--- src/rtl/pack_arbiter_pkg.sv ---
// Shared constants and the round-robin pick helper for packet arbiters.
package pack_arb_pkg;

  localparam int MAX_SRC   = 4;
  localparam int SRC_IDX_W = 2;
  localparam int WORD_W    = 16;

  // Returns {valid, index} of the first set req bit at or above ptr, wrapping.
  // Unused upper req bits must be zero, so wrapping modulo MAX_SRC visits the
  // live sources in the same order as wrapping modulo the real source count.
  function automatic logic [SRC_IDX_W:0] rr_pick(input logic [MAX_SRC-1:0]   req,
                                                 input logic [SRC_IDX_W-1:0] ptr);
    logic                 found;
    logic [SRC_IDX_W-1:0] idx;
    logic [SRC_IDX_W-1:0] probe;
    found = 1'b0;
    idx   = {SRC_IDX_W{1'b0}};
    for (int k = 0; k < MAX_SRC; k++) begin
      probe = ptr + SRC_IDX_W'(k);
      if (!found && req[probe]) begin
        found = 1'b1;
        idx   = probe;
      end
    end
    return {found, idx};
  endfunction

endpackage

--- src/rtl/pack_arbiter_if.sv ---
// Source-side and sender-side handshake bundle of the packet arbiter.
interface pack_arbiter_if #(
  parameter int NUM_SRC = 2
);
  import pack_arb_pkg::*;

  logic                        sync;
  logic [NUM_SRC-1:0]          SrcAvail;
  logic [NUM_SRC-1:0]          SrcNext;
  logic [NUM_SRC-1:0]          SrcNextWd;
  logic [WORD_W*NUM_SRC-1:0]   SrcData;
  logic [NUM_SRC-1:0]          EnMask;
  logic                        PacketAvail;
  logic                        PacketNext;
  logic                        PacketNextWd;
  logic [WORD_W-1:0]           PacketIn;

  modport master (
    output sync, SrcAvail, SrcData, EnMask, PacketNext, PacketNextWd,
    input  SrcNext, SrcNextWd, PacketAvail, PacketIn
  );

  modport slave (
    input  sync, SrcAvail, SrcData, EnMask, PacketNext, PacketNextWd,
    output SrcNext, SrcNextWd, PacketAvail, PacketIn
  );

endinterface

--- src/rtl/rr_select.sv ---
// Combinational round-robin priority picker, generic in the source count.
module rr_select
  import pack_arb_pkg::*;
#(
  parameter int NUM_SRC = 2,
  parameter int SRC_W   = 2
) (
  input  logic [NUM_SRC-1:0] req,
  input  logic [SRC_W-1:0]   ptr,
  output logic               valid,
  output logic [SRC_W-1:0]   idx
);

  logic [SRC_IDX_W:0] pick_s;

  assign pick_s = rr_pick(MAX_SRC'(req), SRC_IDX_W'(ptr));
  assign valid  = pick_s[SRC_IDX_W];
  assign idx    = SRC_W'(pick_s[SRC_IDX_W-1:0]);

endmodule

--- src/rtl/pack_arbiter.sv ---
// Shares one packet-sender link between NUM_SRC sources with whole-packet
// round-robin grants and per-source packet counters.
module pack_arbiter
  import pack_arb_pkg::*;
#(
  parameter int NUM_SRC = 2,
  parameter int SRC_W   = 2,
  parameter int CNT_W   = 16
) (
  input  logic               clk,
  input  logic               rst,
  pack_arbiter_if.slave      bus,
  output logic [SRC_W-1:0]   GrantId,
  output logic               GrantValid,
  input  logic               CntClear,
  input  logic [SRC_W-1:0]   CntSel,
  output logic [CNT_W-1:0]   CntVal
);

  logic [NUM_SRC-1:0] req_s;
  logic               candValid_s;
  logic [SRC_W-1:0]   cand_s;
  logic               packetAvail_s;
  logic               grantEvt_s;
  logic               wordLive_s;
  logic [SRC_W-1:0]   wordIdx_s;
  logic [SRC_W-1:0]   nextPtr_s;
  logic [NUM_SRC-1:0] srcNext_s;
  logic [NUM_SRC-1:0] srcNextWd_s;
  logic [WORD_W-1:0]  packetIn_s;
  logic [CNT_W-1:0]   selCnt_s;

  logic [SRC_W-1:0]   grantId_r;
  logic [SRC_W-1:0]   rrPtr_r;
  logic               grantValid_r;
  logic [CNT_W-1:0]   cnt_r [NUM_SRC];
  logic [CNT_W-1:0]   cntVal_r;

  assign req_s = bus.SrcAvail & bus.EnMask;

  rr_select #(
    .NUM_SRC (NUM_SRC),
    .SRC_W   (SRC_W)
  ) uSelect (
    .req   (req_s),
    .ptr   (rrPtr_r),
    .valid (candValid_s),
    .idx   (cand_s)
  );

  assign packetAvail_s = candValid_s & bus.sync & rst;
  assign grantEvt_s    = bus.PacketNext & packetAvail_s;
  // The sender's first word strobe may coincide with the packet accept.
  assign wordIdx_s     = grantEvt_s ? cand_s : grantId_r;
  assign wordLive_s    = (grantEvt_s | grantValid_r) & rst;
  assign nextPtr_s     = (cand_s == SRC_W'(NUM_SRC - 1)) ? {SRC_W{1'b0}}
                                                         : cand_s + SRC_W'(1);

  // Route packet/word strobes and the data word to and from one source.
  always_comb begin
    srcNext_s   = {NUM_SRC{1'b0}};
    srcNextWd_s = {NUM_SRC{1'b0}};
    packetIn_s  = {WORD_W{1'b0}};
    for (int i = 0; i < NUM_SRC; i++) begin
      if (grantEvt_s && (cand_s == SRC_W'(i))) begin
        srcNext_s[i] = 1'b1;
      end else begin
        srcNext_s[i] = 1'b0;
      end
      if (wordLive_s && (wordIdx_s == SRC_W'(i))) begin
        srcNextWd_s[i] = bus.PacketNextWd;
        packetIn_s     = bus.SrcData[WORD_W*i +: WORD_W];
      end else begin
        srcNextWd_s[i] = 1'b0;
      end
    end
  end

  // Counter read mux; out-of-range selects read as zero.
  always_comb begin
    selCnt_s = {CNT_W{1'b0}};
    for (int i = 0; i < NUM_SRC; i++) begin
      if (CntSel == SRC_W'(i)) begin
        selCnt_s = cnt_r[i];
      end else begin
        selCnt_s = selCnt_s;
      end
    end
  end

  // Grant ownership, round-robin pointer, packet counters and counter readout.
  always_ff @(posedge clk) begin
    if (!rst) begin
      grantId_r    <= {SRC_W{1'b0}};
      grantValid_r <= 1'b0;
      rrPtr_r      <= {SRC_W{1'b0}};
      cntVal_r     <= {CNT_W{1'b0}};
      for (int i = 0; i < NUM_SRC; i++) begin
        cnt_r[i] <= {CNT_W{1'b0}};
      end
    end else begin
      if (grantEvt_s) begin
        grantId_r    <= cand_s;
        grantValid_r <= 1'b1;
        rrPtr_r      <= nextPtr_s;
      end
      for (int i = 0; i < NUM_SRC; i++) begin
        if (CntClear) begin
          cnt_r[i] <= {CNT_W{1'b0}};
        end else if (grantEvt_s && (cand_s == SRC_W'(i))) begin
          cnt_r[i] <= cnt_r[i] + CNT_W'(1);
        end
      end
      cntVal_r <= selCnt_s;
    end
  end

  assign bus.PacketAvail = packetAvail_s;
  assign bus.SrcNext     = srcNext_s;
  assign bus.SrcNextWd   = srcNextWd_s;
  assign bus.PacketIn    = packetIn_s;
  assign GrantId         = grantId_r;
  assign GrantValid      = grantValid_r;
  assign CntVal          = cntVal_r;

endmodule

--- src/flat_wrapper.sv ---
// flat-port wrapper written by rule: the top's interface ports become plain ports
module pack_arbiter_flat import pack_arb_pkg::*;
#(
  parameter int NUM_SRC = 2,
  parameter int SRC_W   = 2,
  parameter int CNT_W   = 16
)
  (clk, rst, GrantId, GrantValid, CntClear, CntSel, CntVal, bus_sync, bus_SrcAvail, bus_SrcData, bus_EnMask, bus_PacketNext, bus_PacketNextWd, bus_SrcNext, bus_SrcNextWd, bus_PacketAvail, bus_PacketIn);
  pack_arbiter_if #(.NUM_SRC(NUM_SRC)) bus_i ();
  input  logic clk;
  input  logic rst;
  output logic [SRC_W-1:0] GrantId;
  output logic GrantValid;
  input  logic CntClear;
  input  logic [SRC_W-1:0] CntSel;
  output logic [CNT_W-1:0] CntVal;
  input wire logic [$bits(bus_i.sync)-1:0] bus_sync;
  input wire logic [$bits(bus_i.SrcAvail)-1:0] bus_SrcAvail;
  input wire logic [$bits(bus_i.SrcData)-1:0] bus_SrcData;
  input wire logic [$bits(bus_i.EnMask)-1:0] bus_EnMask;
  input wire logic [$bits(bus_i.PacketNext)-1:0] bus_PacketNext;
  input wire logic [$bits(bus_i.PacketNextWd)-1:0] bus_PacketNextWd;
  output wire logic [$bits(bus_i.SrcNext)-1:0] bus_SrcNext;
  output wire logic [$bits(bus_i.SrcNextWd)-1:0] bus_SrcNextWd;
  output wire logic [$bits(bus_i.PacketAvail)-1:0] bus_PacketAvail;
  output wire logic [$bits(bus_i.PacketIn)-1:0] bus_PacketIn;
  assign bus_i.sync = bus_sync;
  assign bus_i.SrcAvail = bus_SrcAvail;
  assign bus_i.SrcData = bus_SrcData;
  assign bus_i.EnMask = bus_EnMask;
  assign bus_i.PacketNext = bus_PacketNext;
  assign bus_i.PacketNextWd = bus_PacketNextWd;
  assign bus_SrcNext = bus_i.SrcNext;
  assign bus_SrcNextWd = bus_i.SrcNextWd;
  assign bus_PacketAvail = bus_i.PacketAvail;
  assign bus_PacketIn = bus_i.PacketIn;
  pack_arbiter #(.NUM_SRC(NUM_SRC), .SRC_W(SRC_W), .CNT_W(CNT_W)) u_core (.clk(clk), .rst(rst), .bus(bus_i), .GrantId(GrantId), .GrantValid(GrantValid), .CntClear(CntClear), .CntSel(CntSel), .CntVal(CntVal));
endmodule
--- config.mk ---
export PLATFORM = sky130hd
export DESIGN_NAME = pack_arbiter_flat
export DESIGN_NICKNAME = d
export VERILOG_FILES = /design/src/rtl/pack_arbiter_pkg.sv /design/src/rtl/pack_arbiter_if.sv /design/src/rtl/rr_select.sv /design/src/rtl/pack_arbiter.sv /design/src/flat_wrapper.sv
export SDC_FILE = /design/constraint.sdc
export NUM_CORES = 1
export LEC_CHECK = 0
export ABC_AREA = 0
export BUFFER_PORTS_ARGS = -buffer_cell sky130_fd_sc_hd__clkbuf_2
export CORE_ASPECT_RATIO = 1.2
export CORE_UTILIZATION = 45
export DETAILED_ROUTE_END_ITERATION = 8
export PLACE_DENSITY_LB_ADDON = 0.15
export SYNTH_ARGS = -nofsm -noshare
export SYNTH_HDL_FRONTEND = slang
export SYNTH_SLANG_ARGS = --single-unit
--- constraint.sdc ---
create_clock -name clk -period 3 [get_ports clk]
set_input_delay 0.3 -clock clk [delete_from_list [all_inputs] [get_ports clk]]
set_output_delay 0.3 -clock clk [all_outputs]
set_load 0.02 [all_outputs]
Word-level counts from Yosys, hierarchy flattened

Memory sizes are Yosys's and may differ from the RTL's.
Index checks and enable logic that the tools add are counted.

Bits in writable memories: 32
Register bits after elaboration: 21
Memories: 1
Input bits: 44
Output and inout bits: 40

Eq/ne operators: 3
Bitwise operators: 10
$add $sub $neg: 6
Order comparisons: 4
Reduce and logical (&&, ||, !) cells: 13
Mux-type cells: 40

Memory list:

| name         | depth | bits a word | rd ports | clocked after memory_dff | write ports | line               | text |
|---|---|---|---|---|---|---|---|
| u_core.cnt_r | 2     | 16          | 2        | 0                        | 2           | pack_arbiter.sv:36 | `logic [CNT_W-1:0] cnt_r [NUM_SRC];` |

Operator list:

| operator                                                             | number |
|---|---|
| 16-bit 2-to-1 mux                                                    | 8 |
| 16-bit by 1-bit adder with 16-bit output, second input constant      | 2 |
| 1-bit 2-to-1 mux                                                     | 22 |
| 2-bit by 3-bit < comparator with 1-bit output, second input constant | 4 |
| 2-bit 2-to-1 mux                                                     | 6 |
| 1-bit binary-select mux with 2-bit select                            | 4 |
| 1-bit logical AND                                                    | 7 |
| 2-bit by 1-bit == test with 1-bit output, second input constant      | 3 |
| 2-bit zero test                                                      | 3 |
| 1-bit bitwise OR                                                     | 5 |
| 2-bit by 1-bit adder with 2-bit output, second input constant        | 2 |
| 2-bit adder, second input constant                                   | 2 |
| 1-bit AND                                                            | 4 |
| 1-bit zero test                                                      | 3 |
| 2-bit AND                                                            | 1 |

Depth between registers and ports, before layout

Gate-level depths: netlist of run 1.

Depth in word-level cells: 22
Depth in mapped cells: 7

Cells and area by module

A second synthesis of run 1 with hierarchy kept.

Cell total of the unflattened synthesis: 263
Area, all modules: 2752.6 um2

Modules (own cells, without submodules):

| module       | times used | area an instance (um2) | cells each | seq. area each (um2) |
|---|---|---|---|---|
| pack_arbiter | 1          | 2721.4                 | 258        | 1381.3 |
| rr_select    | 1          | 31.3                   | 5          | 0.0 |

Worst setup path before layout of run 1

No wires, ideal clock.

Path type: input -> register
Start: input rst
End: memory u_core.cnt_r[0][0] (enable)
Cell stages on the path: 4
Library setup time: 411 ps
Path buffers: 1
Arrival time: 1951 ps
Required time: 2589 ps
Path slack: 638 ps
Cell sequence: buf_4 nand3_2 or2_4 o21ai_0

RTL lines:

| item            | line               | text |
|---|---|---|
| start, declared | flat_wrapper.sv:11 | `input logic rst;` |
| end, declared   | pack_arbiter.sv:36 |  |

Final worst setup path of run 1

Start: register u_core.rrPtr_r[1]
End: output bus_PacketIn[9]

Cells in the longest elaborated chain, start to end: 20

Ends and longest elaborated chain:

| item                                                                            | line                | text |
|---|---|---|
| start, declared                                                                 | pack_arbiter.sv:34  | `logic [SRC_W-1:0] rrPtr_r;` |
| start signal, assigned                                                          | pack_arbiter.sv:96  | `rrPtr_r <= {SRC_W{1'b0}};` |
| start signal, assigned                                                          | pack_arbiter.sv:105 | `rrPtr_r <= nextPtr_s;` |
| branches (longest 19 deep; another with 2-bit by 1-bit adder with 2-bit output) | -                   |  |
| 16-bit 2-to-1 mux *                                                             | pack_arbiter.sv:70  | `if (wordLive_s && (wordIdx_s == SRC_W'(i))) begin` |
| end, declared                                                                   | flat_wrapper.sv:26  | `output wire logic [$bits(bus_i.PacketIn)-1:0] bus_PacketIn;` |

Every way passes the cells marked *. The select of a mux whose other input is x is not followed.

==> results of run 1 <==
[worst max path at each step]
| stage | start | endpoint | slack (ns) | cells after the start |
|---|---|---|---|---|
| after floorplan | rst | u_core.cnt_r[0][0] | 0.64 | 4 |
| after global placement | rst | bus_PacketIn[8] | 0.70 | 6 |
| after detailed placement | rst | bus_PacketIn[9] | 0.64 | 6 |
| after CTS | u_core.rrPtr_r[1] | bus_PacketIn[9] | 0.57 | 5 |
| after global routing | u_core.rrPtr_r[1] | bus_PacketIn[10] | 0.48 | 5 |
| final | u_core.rrPtr_r[1] | bus_PacketIn[9] | 0.61 | 5 |
[sequential cells by signal (all words and copies together) (netlist names)]
| name | flops |
|---|---|
| u_core.rrPtr_r | 2 |
| u_core.GrantId | 2 |
| u_core.cnt_r | 32 |
| u_core.GrantValid | 1 |
| u_core.CntVal | 16 |
[cells by family (layout without fill, tap and decap cells)]
| group | Yosys count | count (layout) | share of synthesized area [%] |
|---|---|---|---|
| AO/OA/AOI/OAI | 10 | 10 | 2.44 |
| XOR/XNOR | 26 | 26 | 7.93 |
| adder cells (fa/ha/maj) | 2 | 2 | 0.871 |
| buffers and inverters | 19 | 100 | 3.27 |
| flip-flops | 53 | 53 | 48.1 |
| multiplexers | 33 | 33 | 11.9 |
| AND/OR/NAND/NOR | 144 | 144 | 25.4 |
[synthesized netlist by cell type, types with 3 or more instances]
| library cell | number | area, um2 |
|---|---|---|
| nand2b_1 | 3 | 18.8 |
| dfxtp_1 | 21 | 420 |
| o21ai_0 | 3 | 15.0 |
| nor3_1 | 5 | 25.0 |
| mux2i_1 | 32 | 320 |
| xnor2_1 | 12 | 105 |
| and3_1 | 5 | 31.3 |
| nand2_1 | 43 | 161 |
| nor2_2 | 3 | 18.8 |
| nand4_1 | 10 | 62.6 |
| clkbuf_1 | 9 | 33.8 |
| buf_2 | 3 | 15.0 |
| nand3_1 | 9 | 45.0 |
| nor2_4 | 8 | 90.1 |
| nor4_1 | 4 | 25.0 |
| nor2_1 | 41 | 154 |
| inv_1 | 4 | 15.0 |
| xor2_1 | 14 | 123 |
| and4_1 | 4 | 35.0 |
| edfxtp_1 | 32 | 961 |
[through the flow]
step	util [%]	worst slack (ns)	area, um2
floorplan	-	0.638	2870
global placement	55.1	0.696	3350
detailed placement	55.1	0.637	3350
CTS	56.4	0.571	3440
global route	56.4	0.476	3440
finish	56.4	0.605	3440
[worst reg2reg max path: cells and delay by family (launching register included)]
| kind | cells | cell delay [ns] |
|---|---|---|
| buf+inv | 1 | 0.24 |
| flops | 1 | 0.32 |
| simple gates | 3 | 0.50 |
| compound gates | 1 | 0.48 |
[power breakdown]
group / internal [uW] / switching, uW / leakage, uW
Clock: 164 / 226 / 0.0000422
Sequential: 797 / 31.4 / 0.000528
Combinational: 65.8 / 85.8 / 0.000893
[metal layers]
metal	track usage [%]	wire, um	vias to the layer above
met3	4.17	390	7
met2	33.3	2900	94
met1	22.7	2510	998
met4	5.66	83	0
li1	-	-	1150
met5	0	0	-
[final cells by class]
class / instances / area (um2) / share of cell area, %
multi-input combinational: 215 / 1400 / 40.8
sequential: 53 / 1380 / 40.2
clock inverter: 1 / 5.00 / 0.146
clock buffer: 7 / 76.3 / 2.22
inverter: 4 / 15.0 / 0.437
timing repair buffer: 88 / 453 / 13.2
tap: 82 / 103 / 2.99
==> impl_metrics.tcl, run 1 <==
set metrics [dict create \
    holdWs_ns 0.337 \
    r2r-start "u_core.rrPtr_r[1]" \
    seq_area_frac_synth_pct 48.1 \
    clk_latency_ns 0.30 \
    critPathBufInv 1 \
    async_flop_share_pct 0 \
    hpwl_um 4400 \
    peakVddDrop_mv 0.213 \
    synth_nets 333 \
    slew_violations 0 \
    reg2regPathDepth 5 \
    cpPeakStageDelay_ns 0.66 \
    setup_violations 0 \
    ys.warnings.count 0 \
    max_freq_mhz 418 \
    syn_area_per_cell_um2 10.0 \
    hold_end "u_core.GrantValid" \
    final.min_clock_period_ns 2.39 \
    ios 84 \
    cap_violations 0 \
    viasPerCell 5.00 \
    grt_pass1_wl_um 9480 \
    setup_tns_ns 0 \
    antenna_cells 0 \
    finalHoldViolations 0 \
    drtIter0Drc 101 \
    dieArea_um2 6710 \
    post-cts-setup-buffers 0 \
    drive_above_1_share_pct 30.2 \
    grt_overflow 0 \
    finClkSkew_ns 0.00565 \
    cts_resized 0 \
    first_pass_iters 4 \
    clkSinkCount 53 \
    start_kind "register" \
    cts_tree "built" \
    initial_core_util_pct 47.2 \
    ys_types 36 \
    die_w_um 74.9 \
    nets 413 \
    hold_class "in -> reg" \
    drtAntennaViolNets 0 \
    synth_edf_count 32 \
    endpoint_kind "output pin" \
    path_cells "nand2b_1 -> a31oi_1 -> mux2i_4 -> mux2i_1 -> clkbuf_2" \
    cts_buffers 5 \
    clk_pin_slew_ns 0.09 \
    synthCells 287 \
    powerDensity_nw_per_um2 399 \
    routedWlPerCell_um 13.1 \
    postCtsHoldBufs 0 \
    syn_to_final_growth_pct 19.7 \
    max-slew-margin-rel_pct 47.9 \
    gp_congestion 0.769 \
    dieHeight_um 89.5 \
    rrSetupSlack_ns 1.15 \
    p_leak_uw 0.00146 \
    grt_max_degree 35 \
    synth_ff_type "edfxtp_1" \
    vias 2249 \
    cts_root_buf "clkbuf_8" \
    num-fill-cells 582 \
    worstPathRequired_ns 2.70 \
    dp.cells 442 \
    antenna_found_initial 0 \
    cts_buffer_depth 2 \
    rows 31 \
    worstHoldPathCells 2 \
    route.detailed.drc 0 \
    worst_ep_arrival_time_ns 2.09 \
    synth.ff_latch_count 53 \
    slowest_stage "mux2i_4" \
    finalPower_uw 1370 \
    syn_area_um2 2870 \
    worstMarginPinSlew_ns 0.765 \
    path_class "reg -> out" \
    numPortBuffers 83 \
    worstHoldStart "rst" \
    htreeDepth 2 \
    drt-total-wl_um 5880 \
    core-area_um2 6090 \
    critPathMaxFanout 19 \
    fin_crit_sh_pct 79.8 \
    layout.cells.non_filler 450 \
    r2r-end "u_core.cnt_r[1][8]" \
    rsz0062_at_grt "false" \
    final_common_cell "clkbuf_2" \
    crit_family "multiplexers" \
    grt_usage_pct 18.8 \
    grt_pass1_vias 2036 \
    final_cell_mix "clkbuf_2 (83), nand2_1 (43), nor2_1 (41), mux2i_1 (32), edfxtp_1 (32)" \
    status "completed" \
]
No activity file was read; power rests on OpenSTA's default activity.
==> run 2: changes to the inputs <==
--- a/config.mk
+++ b/config.mk
@@ -5,7 +5,7 @@
 export SDC_FILE = /design/constraint.sdc
 export NUM_CORES = 1
 export LEC_CHECK = 0
-export ABC_AREA = 0
+export ABC_AREA = 1
 export BUFFER_PORTS_ARGS = -buffer_cell sky130_fd_sc_hd__clkbuf_2
 export CORE_ASPECT_RATIO = 1.2
 export CORE_UTILIZATION = 45
==> constraint.sdc (replaced) <==
create_clock -name clk -period 2.4 [get_ports clk]
set_input_delay 0.24 -clock clk [delete_from_list [all_inputs] [get_ports clk]]
set_output_delay 0.24 -clock clk [all_outputs]
set_load 0.02 [all_outputs]
==> run 2 against run 1 <==
Power is 30% higher. Critical path type unchanged. Cell area increased by 3.3%. Sequential power grew 23%. Highest routed layer unchanged. Largest power group unchanged.
==> impl_metrics.tcl, run 2 <==
set metrics [dict create \
    status "completed" \
    final_cell_mix "nand2_1 (88), clkbuf_2 (83), inv_1 (65), nand3_1 (52), nor2_1 (46)" \
    yosys.area.top_type "edfxtp_1" \
    core-area_um2 6410 \
    switching_power_uw 448 \
    grt_pass1_wl_um 11000 \
    ys.warnings.count 0 \
    die_w_um 76.1 \
    async_flop_share_pct 0 \
    critPathMaxFanout 17 \
    path_class "reg -> out" \
    final.min_clock_period_ns 2.15 \
    clkSinkCount 53 \
    synth_ff_type "edfxtp_1" \
    regMostFlops "u_core.cnt_r" \
    finalHoldViolations 0 \
    syn_area_um2 2970 \
    fin_crit_sh_pct 89.7 \
    rows 32 \
    powerDensity_nw_per_um2 502 \
    start_kind "register" \
    hold_class "in -> reg" \
    power_frac_seq_pct 57.2 \
    syn_area_per_cell_um2 7.45 \
    netlist.area_leader.share_pct 32.4 \
    finClkSkew_ns 0.00591 \
    synthCells 398 \
    r2r-start "u_core.cnt_r[1][0]" \
    final_common_cell "nand2_1" \
    max-slew-margin-rel_pct 51.2 \
    max_freq_mhz 465 \
    synth.ff_latch_count 53 \
    synth_nets 444 \
    grt_max_degree 35 \
    final_area_um2 3550 \
    hpwl_um 5080 \
    yosysMostFrequentCell "nand2_1" \
    routedWlPerCell_um 11.6 \
    gp_congestion 0.834 \
    num-fill-cells 626 \
    dieHeight_um 90.9 \
    reg2regPathDepth 8 \
    startpoint "u_core.rrPtr_r[1]" \
    peakVddDrop_mv 0.251 \
    grt_overflow 0 \
    seq_area_frac_synth_pct 46.6 \
    rsz0062_at_grt "false" \
    route.detailed.drc 0 \
    drtAntennaViolNets 0 \
    cts_buffer_depth 2 \
    worstMarginPinSlew_ns 0.727 \
    grt_pass1_vias 2451 \
    p_comb_share_pct 10.5 \
    cts_root_buf "clkbuf_8" \
    postCtsHoldBufs 0 \
    p_leak_uw 0.00161 \
    cap_violations 0 \
    antenna_found_initial 0 \
    initial_core_util_pct 46.3 \
    ios 84 \
    synth_area_leaders "edfxtp_1 (32%), dfxtp_1 (14%), nand2_1 (11%), nand3_1 (8.8%), inv_1 (8.2%)" \
    synth_edf_count 32 \
    p_int_uw 1340 \
    worst_ep_arrival_time_ns 1.91 \
    numPortBuffers 83 \
    antenna_cells 0 \
    drive_above_1_share_pct 22.6 \
    endpoint_kind "output pin" \
    grt_usage_pct 19.2 \
    setup_violations 0 \
    cts_buffers 5 \
    switching_share_pct 25.1 \
    setup_tns_ns 0 \
    cp-endpoint "bus_SrcNextWd[1]" \
    cts_resized 0 \
    htreeDepth 2 \
    slew_violations 0 \
    dieArea_um2 6920 \
    vias 2806 \
    post-cts-setup-buffers 0 \
    worstPathRequired_ns 2.16 \
    cts_tree "built" \
    largest_register_ffs 32 \
    drt-total-wl_um 6590 \
    synth_commonest_cells "nand2_1 (88), inv_1 (65), nand3_1 (52)" \
    r2r-end "u_core.cnt_r[1][14]" \
    clockPowerShare_pct 32.3 \
    clk_pin_slew_ns 0.10 \
    rrSetupSlack_ns 0.61 \
    syn_to_final_growth_pct 19.7 \
    viasPerCell 4.95 \
    nets 527 \
    ys_types 25 \
    drtIter0Drc 147 \
    first_pass_iters 4 \
    dpl_cell_area_um2 3440 \
    clk_latency_ns 0.31 \
]
[run 2: cell count changes in the layout (fill, tap and decap cells not counted), sizes merged, moves of 5 or more]
| cell | before | now |
|---|---|---|
| inv | 4 | 68 |
| nand2 | 43 | 90 |
| xor2 | 14 | 1 |
| xnor2 | 12 | 0 |
| mux2i | 33 | 0 |
| a21oi | 1 | 27 |
| nand3 | 10 | 53 |
| o22ai | 1 | 13 |
| and3 | 5 | 0 |
[run 2: cell families after synthesis]
| logic type | after synthesis | share of synthesized area (%) |
|---|---|---|
| xor gates and xnor gates | 1 | 0.295 |
| adders and majority gates | 2 | 0.843 |
| and+or+nand+nor | 216 | 32.6 |
| buffers and inverters | 79 | 11.2 |
| DFF | 53 | 46.6 |
| AOI/OAI and AO/OA | 47 | 8.48 |
[run 2: worst min-delay path by stage]
stage	end	cells past startpoint	from	slack, ns
after CTS	u_core.rrPtr_r[1]	3	rst	0.20
final	u_core.rrPtr_r[1]	3	rst	0.21
after global placement	u_core.rrPtr_r[1]	2	u_core.rrPtr_r[1]	0.44
after detailed placement	u_core.rrPtr_r[1]	2	u_core.rrPtr_r[1]	0.45
after floorplan	u_core.rrPtr_r[1]	2	rst	0.37
after global routing	u_core.rrPtr_r[0]	3	rst	0.22
[run 2: final cells by class]
| cell class | count | area (um2) | share of cell area [%] |
|---|---|---|---|
| sequential | 53 | 1380 | 38.9 |
| multi-input combinational | 266 | 1250 | 35.3 |
| tap | 85 | 106 | 3.00 |
| timing repair buffer | 87 | 445 | 12.5 |
| clock inverter | 2 | 15.0 | 0.423 |
| clock buffer | 6 | 93.8 | 2.64 |
| inverter | 68 | 255 | 7.19 |
[run 2: critical path, stage by stage, from the launching register on]
cell and delay [ns]:
dfxtp_1 0.32, inv_1 0.05, nand2_1 0.04, nand2_1 0.06, nand2_1 0.10, inv_1 0.12
nand2_1 0.08, nand2_1 0.41, nand2_1 0.13, nor2_1 0.12, clkbuf_2 0.18
[run 2: per-layer routing]
metal / track usage [%] / vias to the layer above / routed length (um)
li1: - / 1467 / -
met1: 24.7 / 1268 / 2980
met2: 33.0 / 65 / 3330
met3: 3.02 / 6 / 239
met4: 6.09 / 0 / 44
met5: 0 / - / 0
[run 2: power by group through the flow]
stage               clock, uW  combinational, uW  sequential [uW]
floorplan                   0                105             1040
global placement            0                186             1040
detailed placement          0                188             1040
CTS                       594                188             1020
global route              621                208             1030
finish                    575                188             1020
[run 2: per-stage QoR]
| stage | hold WS [ns] | std cells | setup slack, ns | power, uW | utilization, % |
|---|---|---|---|---|---|
| after floorplan | 0.369 | 398 | 0.191 | 1150 | - |
| after detailed placement | 0.447 | 559 | 0.508 | 1230 | 53.7 |
| after global placement | 0.445 | 559 | 0.569 | 1230 | 53.7 |
| after CTS | 0.196 | 567 | 0.258 | 1800 | 55.4 |
| after global routing | 0.215 | 567 | 0.0297 | 1850 | 55.4 |
| final | 0.206 | 567 | 0.248 | 1780 | 55.4 |
==> run 3: changes to the inputs <==
--- a/config.mk
+++ b/config.mk
@@ -7,7 +7,6 @@
 export LEC_CHECK = 0
 export ABC_AREA = 1
 export BUFFER_PORTS_ARGS = -buffer_cell sky130_fd_sc_hd__clkbuf_2
-export CORE_ASPECT_RATIO = 1.2
 export CORE_UTILIZATION = 45
 export DETAILED_ROUTE_END_ITERATION = 8
 export PLACE_DENSITY_LB_ADDON = 0.15
==> run 3 against run 2 <==
Worst setup slack better by 0.067 ns. Core utilization up 0.20 points. Critical path depth unchanged. Combinational power about the same. Power down 4.2%. Worst hold slack better by 0.00057 ns. Critical endpoint is now bus_PacketIn[9]. Largest cell class unchanged. Highest routed layer unchanged.
==> impl_metrics.tcl, run 3 (same netlist as run 2, synthesis figures left out) <==
set metrics [dict create \
    cts_tree "built" \
    finClkSkew_ns 0.00721 \
    cp_common_cell "nand2_1" \
    finalHoldViolations 0 \
    final_area_um2 3530 \
    die_w_um 83.2 \
    layout.cells.non_filler 561 \
    hold_class "in -> reg" \
    ios 84 \
    clk_latency_ns 0.30 \
    num-fill-cells 611 \
    clockPowerShare_pct 29.2 \
    grt_max_degree 35 \
    drt-total-wl_um 6610 \
    final_common_cell "nand2_1" \
    vias 2775 \
    rows 29 \
    hpwl_um 5080 \
    p_comb_share_pct 11.0 \
    power_frac_seq_pct 59.7 \
    cts_buffers 5 \
    grt_pass1_wl_um 11400 \
    clk_pin_slew_ns 0.09 \
    syn_to_final_growth_pct 19.0 \
    first_pass_iters 4 \
    holdWs_ns 0.206 \
    rsz0062_at_grt "false" \
    clkSinkCount 53 \
    initial_core_util_pct 46.7 \
    critPathMaxFanout 17 \
    switching_power_uw 437 \
    grt_pass1_vias 2565 \
    core-area_um2 6350 \
    final_cell_mix "nand2_1 (88), clkbuf_2 (83), inv_1 (65), nand3_1 (52), nor2_1 (46)" \
    dieArea_um2 6920 \
    postCtsHoldBufs 0 \
    grt_usage_pct 19.7 \
    drtIter0Drc 145 \
    slew_violations 0 \
    path_cells "inv_1 -> nand2_1 -> nand2_1 -> nand2_1 -> inv_1 -> nand2_1 -> nand2_1 -> nand3_1 -> nand2_1 -> clkbuf_2" \
    drive_above_1_share_pct 22.7 \
    post-cts-setup-buffers 0 \
    setup_tns_ns 0 \
    fin_crit_sh_pct 86.9 \
    routedWlPerCell_um 11.8 \
    regMostFlops "u_core.cnt_r" \
    slowest_stage "nand2_1" \
    drtAntennaViolNets 0 \
    max_freq_mhz 480 \
    worstMarginPinSlew_ns 0.714 \
    utilization_pct 55.6 \
    cts_buffer_depth 2 \
    worstPathRequired_ns 2.16 \
    gp_congestion 0.811 \
    powerDensity_nw_per_um2 484 \
    largest_register_ffs 32 \
    cap_violations 0 \
    htreeDepth 2 \
    setup_violations 0 \
    dpl_cell_area_um2 3450 \
    path_class "reg -> out" \
    route.detailed.drc 0 \
    final.min_clock_period_ns 2.08 \
    crit_family "simple AND/OR/NAND/NOR gates" \
    critPathBufInv 3 \
    worst_ep_arrival_time_ns 1.84 \
    p_leak_uw 0.00161 \
    endpoint_kind "output pin" \
    antenna_cells 0 \
    antenna_found_initial 0 \
    dieHeight_um 83.2 \
    cts_root_buf "clkbuf_8" \
    start_kind "register" \
    numPortBuffers 83 \
    peakVddDrop_mv 0.322 \
    p_int_uw 1270 \
    max-slew-margin-rel_pct 52.1 \
    cts_resized 0 \
    viasPerCell 4.95 \
    cpPeakStageDelay_ns 0.40 \
    dp.cells 553 \
    grt_overflow 0 \
    nets 529 \
    switching_share_pct 25.6 \
    status "completed" \
]
==> run 3: final timing paths <==
path	from	endpoint	slack, ns	depth (start not counted)
max	u_core.rrPtr_r[1]	bus_PacketIn[9]	0.32	10
min	rst	u_core.rrPtr_r[0]	0.21	3
max reg2reg	u_core.cnt_r[1][4]	u_core.cnt_r[1][9]	0.61	5
min reg2reg	u_core.rrPtr_r[1]	u_core.rrPtr_r[1]	0.47	2
==> run 3: metal layers <==
layer  track usage [%]  up-vias  part of all wire [%]
met5                 0        -                     0
met4              2.35        0                  0.38
met3              2.98        3                   4.7
met2              34.5       66                    48
met1              26.5     1241                    47
li1                  -     1465                     -
==> run 3: area by class of cell <==
type | instances | area, um2 | area share (%)
Tap cell | 77 | 96.3 | 2.73
Sequential cell | 53 | 1380 | 39.1
Clock inverter | 2 | 12.5 | 0.354
Clock buffer | 6 | 72.6 | 2.06
Multi-Input combinational cell | 266 | 1250 | 35.5
Inverter | 68 | 255 | 7.23
Timing Repair Buffer | 89 | 460 | 13.0
==> run 3: power groups by stage <==
stage	Clock (uW)	Sequential (uW)	Combinational (uW)
after floorplan	0	1040	105
after global placement	0	1040	186
after detailed placement	0	1040	189
after CTS	509	1020	190
after global routing	540	1030	212
final	499	1020	189
==> run 3: stage by stage <==
stage | power, uW | worst slack [ns]
5_1_grt | 1780 | 0.00393
3_3_place_gp | 1230 | 0.585
4_1_cts | 1720 | 0.301
3_5_place_dp | 1230 | 0.561
6_report | 1710 | 0.316
2_1_floorplan | 1150 | 0.191
==> run 3: worst min-delay path: stages <==
cell and delay (ns):
clkbuf_2 0.12, o21ai_0 0.08, nor2_1 0.04
